===== src/rtl/ms_delay_timer.sv =====
// Programmable millisecond delay timer driven by the shared 1 ms prescaler tick.
// Owns the prescaler enable/reset so every delay starts on a clean millisecond boundary.
module ms_delay_timer #(
    parameter int W = 10
) (
    input  logic         i_clk,
    input  logic         i_rst,
    input  logic         i_start,
    input  logic [W-1:0] i_delay_ms,
    input  logic         i_abort,
    input  logic         i_onems,
    output logic         o_tick_en,
    output logic         o_presc_rst_n,
    output logic         o_busy,
    output logic         o_done,
    output logic         o_aborted,
    output logic [W-1:0] o_remaining
);

    typedef enum logic [1:0] {
        IDLE = 2'd0,
        ARM  = 2'd1,
        RUN  = 2'd2,
        DONE = 2'd3
    } state_t;

    localparam logic [W-1:0] ONE  = W'(1);
    localparam logic [W-1:0] ZERO = '0;

    state_t       r_state;
    logic         r_tick_en;
    logic         r_presc_rst_n;
    logic         r_busy;
    logic         r_done;
    logic         r_aborted;
    logic [W-1:0] r_remaining;

    // Abort outranks the terminal tick, which outranks a new start.
    always_ff @(posedge i_clk) begin
        if (!i_rst) begin
            r_state       <= IDLE;
            r_tick_en     <= 1'b0;
            r_presc_rst_n <= 1'b1;
            r_busy        <= 1'b0;
            r_done        <= 1'b0;
            r_aborted     <= 1'b0;
            r_remaining   <= ZERO;
        end else begin
            r_done    <= 1'b0;
            r_aborted <= 1'b0;
            case (r_state)
                IDLE, DONE: begin
                    if (i_start) begin
                        if (i_delay_ms != ZERO) begin
                            r_state       <= ARM;
                            r_remaining   <= i_delay_ms;
                            r_busy        <= 1'b1;
                            r_tick_en     <= 1'b1;
                            r_presc_rst_n <= 1'b0;
                        end else begin
                            r_state <= DONE;
                            r_done  <= 1'b1;
                            r_busy  <= 1'b0;
                        end
                    end else begin
                        r_state <= IDLE;
                    end
                end
                ARM, RUN: begin
                    if (i_abort) begin
                        r_state       <= IDLE;
                        r_aborted     <= 1'b1;
                        r_remaining   <= ZERO;
                        r_busy        <= 1'b0;
                        r_tick_en     <= 1'b0;
                        r_presc_rst_n <= 1'b1;
                    end else if (r_state == ARM) begin
                        // The prescaler is held in reset for exactly this one cycle.
                        r_state       <= RUN;
                        r_presc_rst_n <= 1'b1;
                    end else if (i_onems) begin
                        if (r_remaining > ONE) begin
                            r_remaining <= r_remaining - ONE;
                        end else begin
                            r_state     <= DONE;
                            r_remaining <= ZERO;
                            r_done      <= 1'b1;
                            r_busy      <= 1'b0;
                            r_tick_en   <= 1'b0;
                        end
                    end
                end
                default: begin
                    r_state <= IDLE;
                end
            endcase
        end
    end

    assign o_tick_en     = r_tick_en;
    assign o_presc_rst_n = r_presc_rst_n;
    assign o_busy        = r_busy;
    assign o_done        = r_done;
    assign o_aborted     = r_aborted;
    assign o_remaining   = r_remaining;

endmodule


===== config.mk =====
export PLATFORM = sky130hd
export DESIGN_NAME = ms_delay_timer
export DESIGN_NICKNAME = d
export VERILOG_FILES = /design/src/rtl/ms_delay_timer.sv
export SDC_FILE = /design/constraint.sdc
export NUM_CORES = 1
export LEC_CHECK = 0
export ABC_AREA = 1
export BUFFER_PORTS_ARGS = -buffer_cell sky130_fd_sc_hd__buf_2
export CAP_MARGIN = 25
export CORE_MARGIN = 5
export CORE_UTILIZATION = 30
export DETAILED_ROUTE_END_ITERATION = 8
export PLACE_DENSITY = 0.55
export SYNTH_ARGS = -nofsm -noshare
export SYNTH_HDL_FRONTEND = slang
export SYNTH_SLANG_ARGS = --single-unit

===== constraint.sdc =====
create_clock -name i_clk -period 3.1 [get_ports i_clk]
set_clock_uncertainty 0.05 [all_clocks]
set_input_delay 0.93 -clock i_clk [delete_from_list [all_inputs] [get_ports i_clk]]
set_output_delay 0.93 -clock i_clk [all_outputs]
set_load 0.01 [all_outputs]

==> reports/metrics.cfg <==
[floorplanning]
start_util_pct = 31.3
die_area_sq_um = 5220
die-height_um = 72.2
io_pins = 30
die_x_um = 72.2
rows = 22
coreArea_sq_um = 3720

[worst_hold_path]
hold_path_class = flop to flop

[power_and_ir_drop]
power_leakage_nw = 0.751
ir_worst_vdd_uv = 203
internal_power_mw = 0.494
pwr-share-comb_pct = 46.2
p_per_area_nw_per_um2 = 626
pwr-share-clk_pct = 19.7
pwr-share-seq_pct = 34.1
p_sw_share_pct = 42.8
p_switching_mw = 0.370

[critical_path]
r2r_slack_ps = 1030
cp_max_fo = 18
cp-end-kind = flop
start_kind = flop
path_class = flop to flop
critPathArrivalTime_ps = 2160
crit_buf_inv = 3
slowest_stage = ha_1
cp_cell_sequence = inv_1 -> ha_1 -> inv_2 -> or2_4 -> nand2_2 -> nor2_4 -> nand2_4 -> inv_2 -> nand2_1 -> a21oi_1
crit_required_ps = 3190
slowest_delay_ps = 620
critical_path.most_common_cell = inv_2
crit_family = simple AND/OR/NAND/NOR gates

[timing]
layout_setup_ws_ps = 1030
rsz0062_at_grt = false
period_share_pct = 66.7
slew_headroom_pct = 64.1
final.min_clock_period_ps = 2070
finalSetupViolCount = 0
hold_viol_final = 0
final_max_slew_viol_count = 0
tightest_slew_ps = 538
fmax_mhz = 484
setup_tns_ps = 0

[global_route]
track_usage_pct = 12.0
grt_pass1_wl_um = 4930
grt_pass1_vias = 1079
overflow = 0
grt_max_degree = 19
antenna_found_initial = 0

[outcome]
status = completed

[clocking]
clkLatencyLatePin_ps = 250
hold_buffers = 0
clk_pin_slew_worst_paths_ps = 70
cts_sinks = 17
cts_resized = 0
cts_tree = yes
cts-buffers-inserted = 3
clockBufferDepth = 2
cts-root-buf = clkbuf_8
htreeDepth = 1
post_cts.repair.setup_buffers = 0

[logic_synthesis]
postSynth.asyncResetShare_pct = 0
synth.most_common_cell = nand2_1
post-synth-top-area-cell = dfxtp_1
yosys.area.top_type_share_pct = 29.3
synth_common_cells = nand2_1, nor2_1, inv_1, dfxtp_1, nand3_1
yosys.cell_types.count = 27
synth_edf_count = 0
syn-instance-count = 192
syn_area_sq_um = 1160
synth-warning-count = 0
synth_ff_type = dfxtp_1
synth_area_leaders = dfxtp_1, nand2_1, nor2_1
ys_seq_area_share_pct = 29.3
avgSynthCellArea_sq_um = 6.05
syn-num-nets = 211
ys_ff_latch = 17

[routing]
vias_per_cell = 4.52
first_iter_violations = 48
postRouteAntennaNets = 0
wirelength_um = 3000
drt_pass1_iterations = 4
vias = 1217
avgRoutedWirePerCell_um = 11.2
drc = 0

[place]
gp_congestion = 0.799
hpwlAfterDp_um = 2380
placed_area_sq_um = 1340
port_buffers = 29
dpl_worst_slack_ps = 860

[finish]
final_cell_area_sq_um = 1380
multiInputGateArea_sq_um = 697
nets = 241
fillers = 449
seqCellArea_sq_um = 340
area_growth_pct = 18.8
drive_gt1_share_pct = 18.1
insertedDiodeCount = 0

[run]
cap_violations = 0

per-stage QoR:
step                      total power [mW]  hold WS (ps)  util (%)  std cells
final                                0.864           416      37.2        269
after global routing                 0.951           461      37.2        269
after CTS                            0.879           418      37.2        269
after detailed placement             0.704           405      36.0        265
after global placement               0.706           415      36.0        265
after floorplan                      0.601           408         -        192
layer usage:
metal / global-route usage, % / share of wire (%) / up-vias
li1: - / - / 653
met1: 16.8 / 50 / 540
met2: 18.5 / 44 / 20
met3: 2.91 / 4.5 / 4
met4: 3.13 / 0.83 / 0
met5: 0 / 0 / -
sequential cells by signal, indices dropped and copies added (netlist names):
name	cells
o_remaining	10
r_state	2
o_aborted	1
o_busy	1
o_done	1
o_presc_rst_n	1
o_tick_en	1
worst reg2reg max path, cell delays in order (launching register included):
cell	delay [ps]
dfxtp_1	340
inv_1	60
ha_1	620
inv_2	80
or2_4	250
nand2_2	80
nor2_4	50
nand2_4	190
inv_2	80
nand2_1	90
a21oi_1	80
placed cells by master, fill, tap and decap left out:
master    instances
a21oi_1           7
or2_1             1
xor2_1            3
o21ai_0           9
xnor2_1           1
nor4_1            1
or2_4             1
o21ai_1           1
nand2_2           1
nor3_1            1
o21bai_4          1
dfxtp_1          17
nand4_1           2
o211ai_1          1
inv_1            23
clkbuf_8          3
ha_1              4
clkbuf_1          1
nor2_4            1
nor2_2            1
nand3_1          12
nand2_1          56
nor2_1           40
nand2_4           1
and2_1            1
buf_2            29
inv_2             2
final timing paths:
| kind | from | to | cells past startpoint |
|---|---|---|---|
| max | r_state[0] | o_tick_en | 10 |
| min | o_busy | o_busy | 2 |
| max reg2reg | r_state[0] | o_tick_en | 10 |
| min reg2reg | o_busy | o_busy | 2 |
cell families (layout without fill, tap and decap cells):
group | Yosys count | after routing | share of synthesized area (%)
fa+ha+maj | 4 | 4 | 4.31
compound gates | 19 | 19 | 9.58
buf+inv | 29 | 58 | 10.8
simple gates | 119 | 119 | 43.1
flops | 17 | 17 | 29.3
xor+xnor | 4 | 4 | 3.01
layout make-up:
class | instances | share of cell area [%]
inverter | 25 | 6.79
sequential | 17 | 24.6
multi-input combinational | 146 | 50.5
clock buffer | 4 | 3.26
tap | 48 | 4.35
timing repair buffer | 29 | 10.5
power groups by stage:
stage	Clock [mW]	Sequential (mW)	Combinational, mW
finish	0.170	0.295	0.400
global route	0.188	0.303	0.460
CTS	0.179	0.296	0.405
detailed placement	0	0.300	0.403
global placement	0	0.302	0.404
floorplan	0	0.311	0.290
Note: power is estimated with default switching activity, not from simulation.
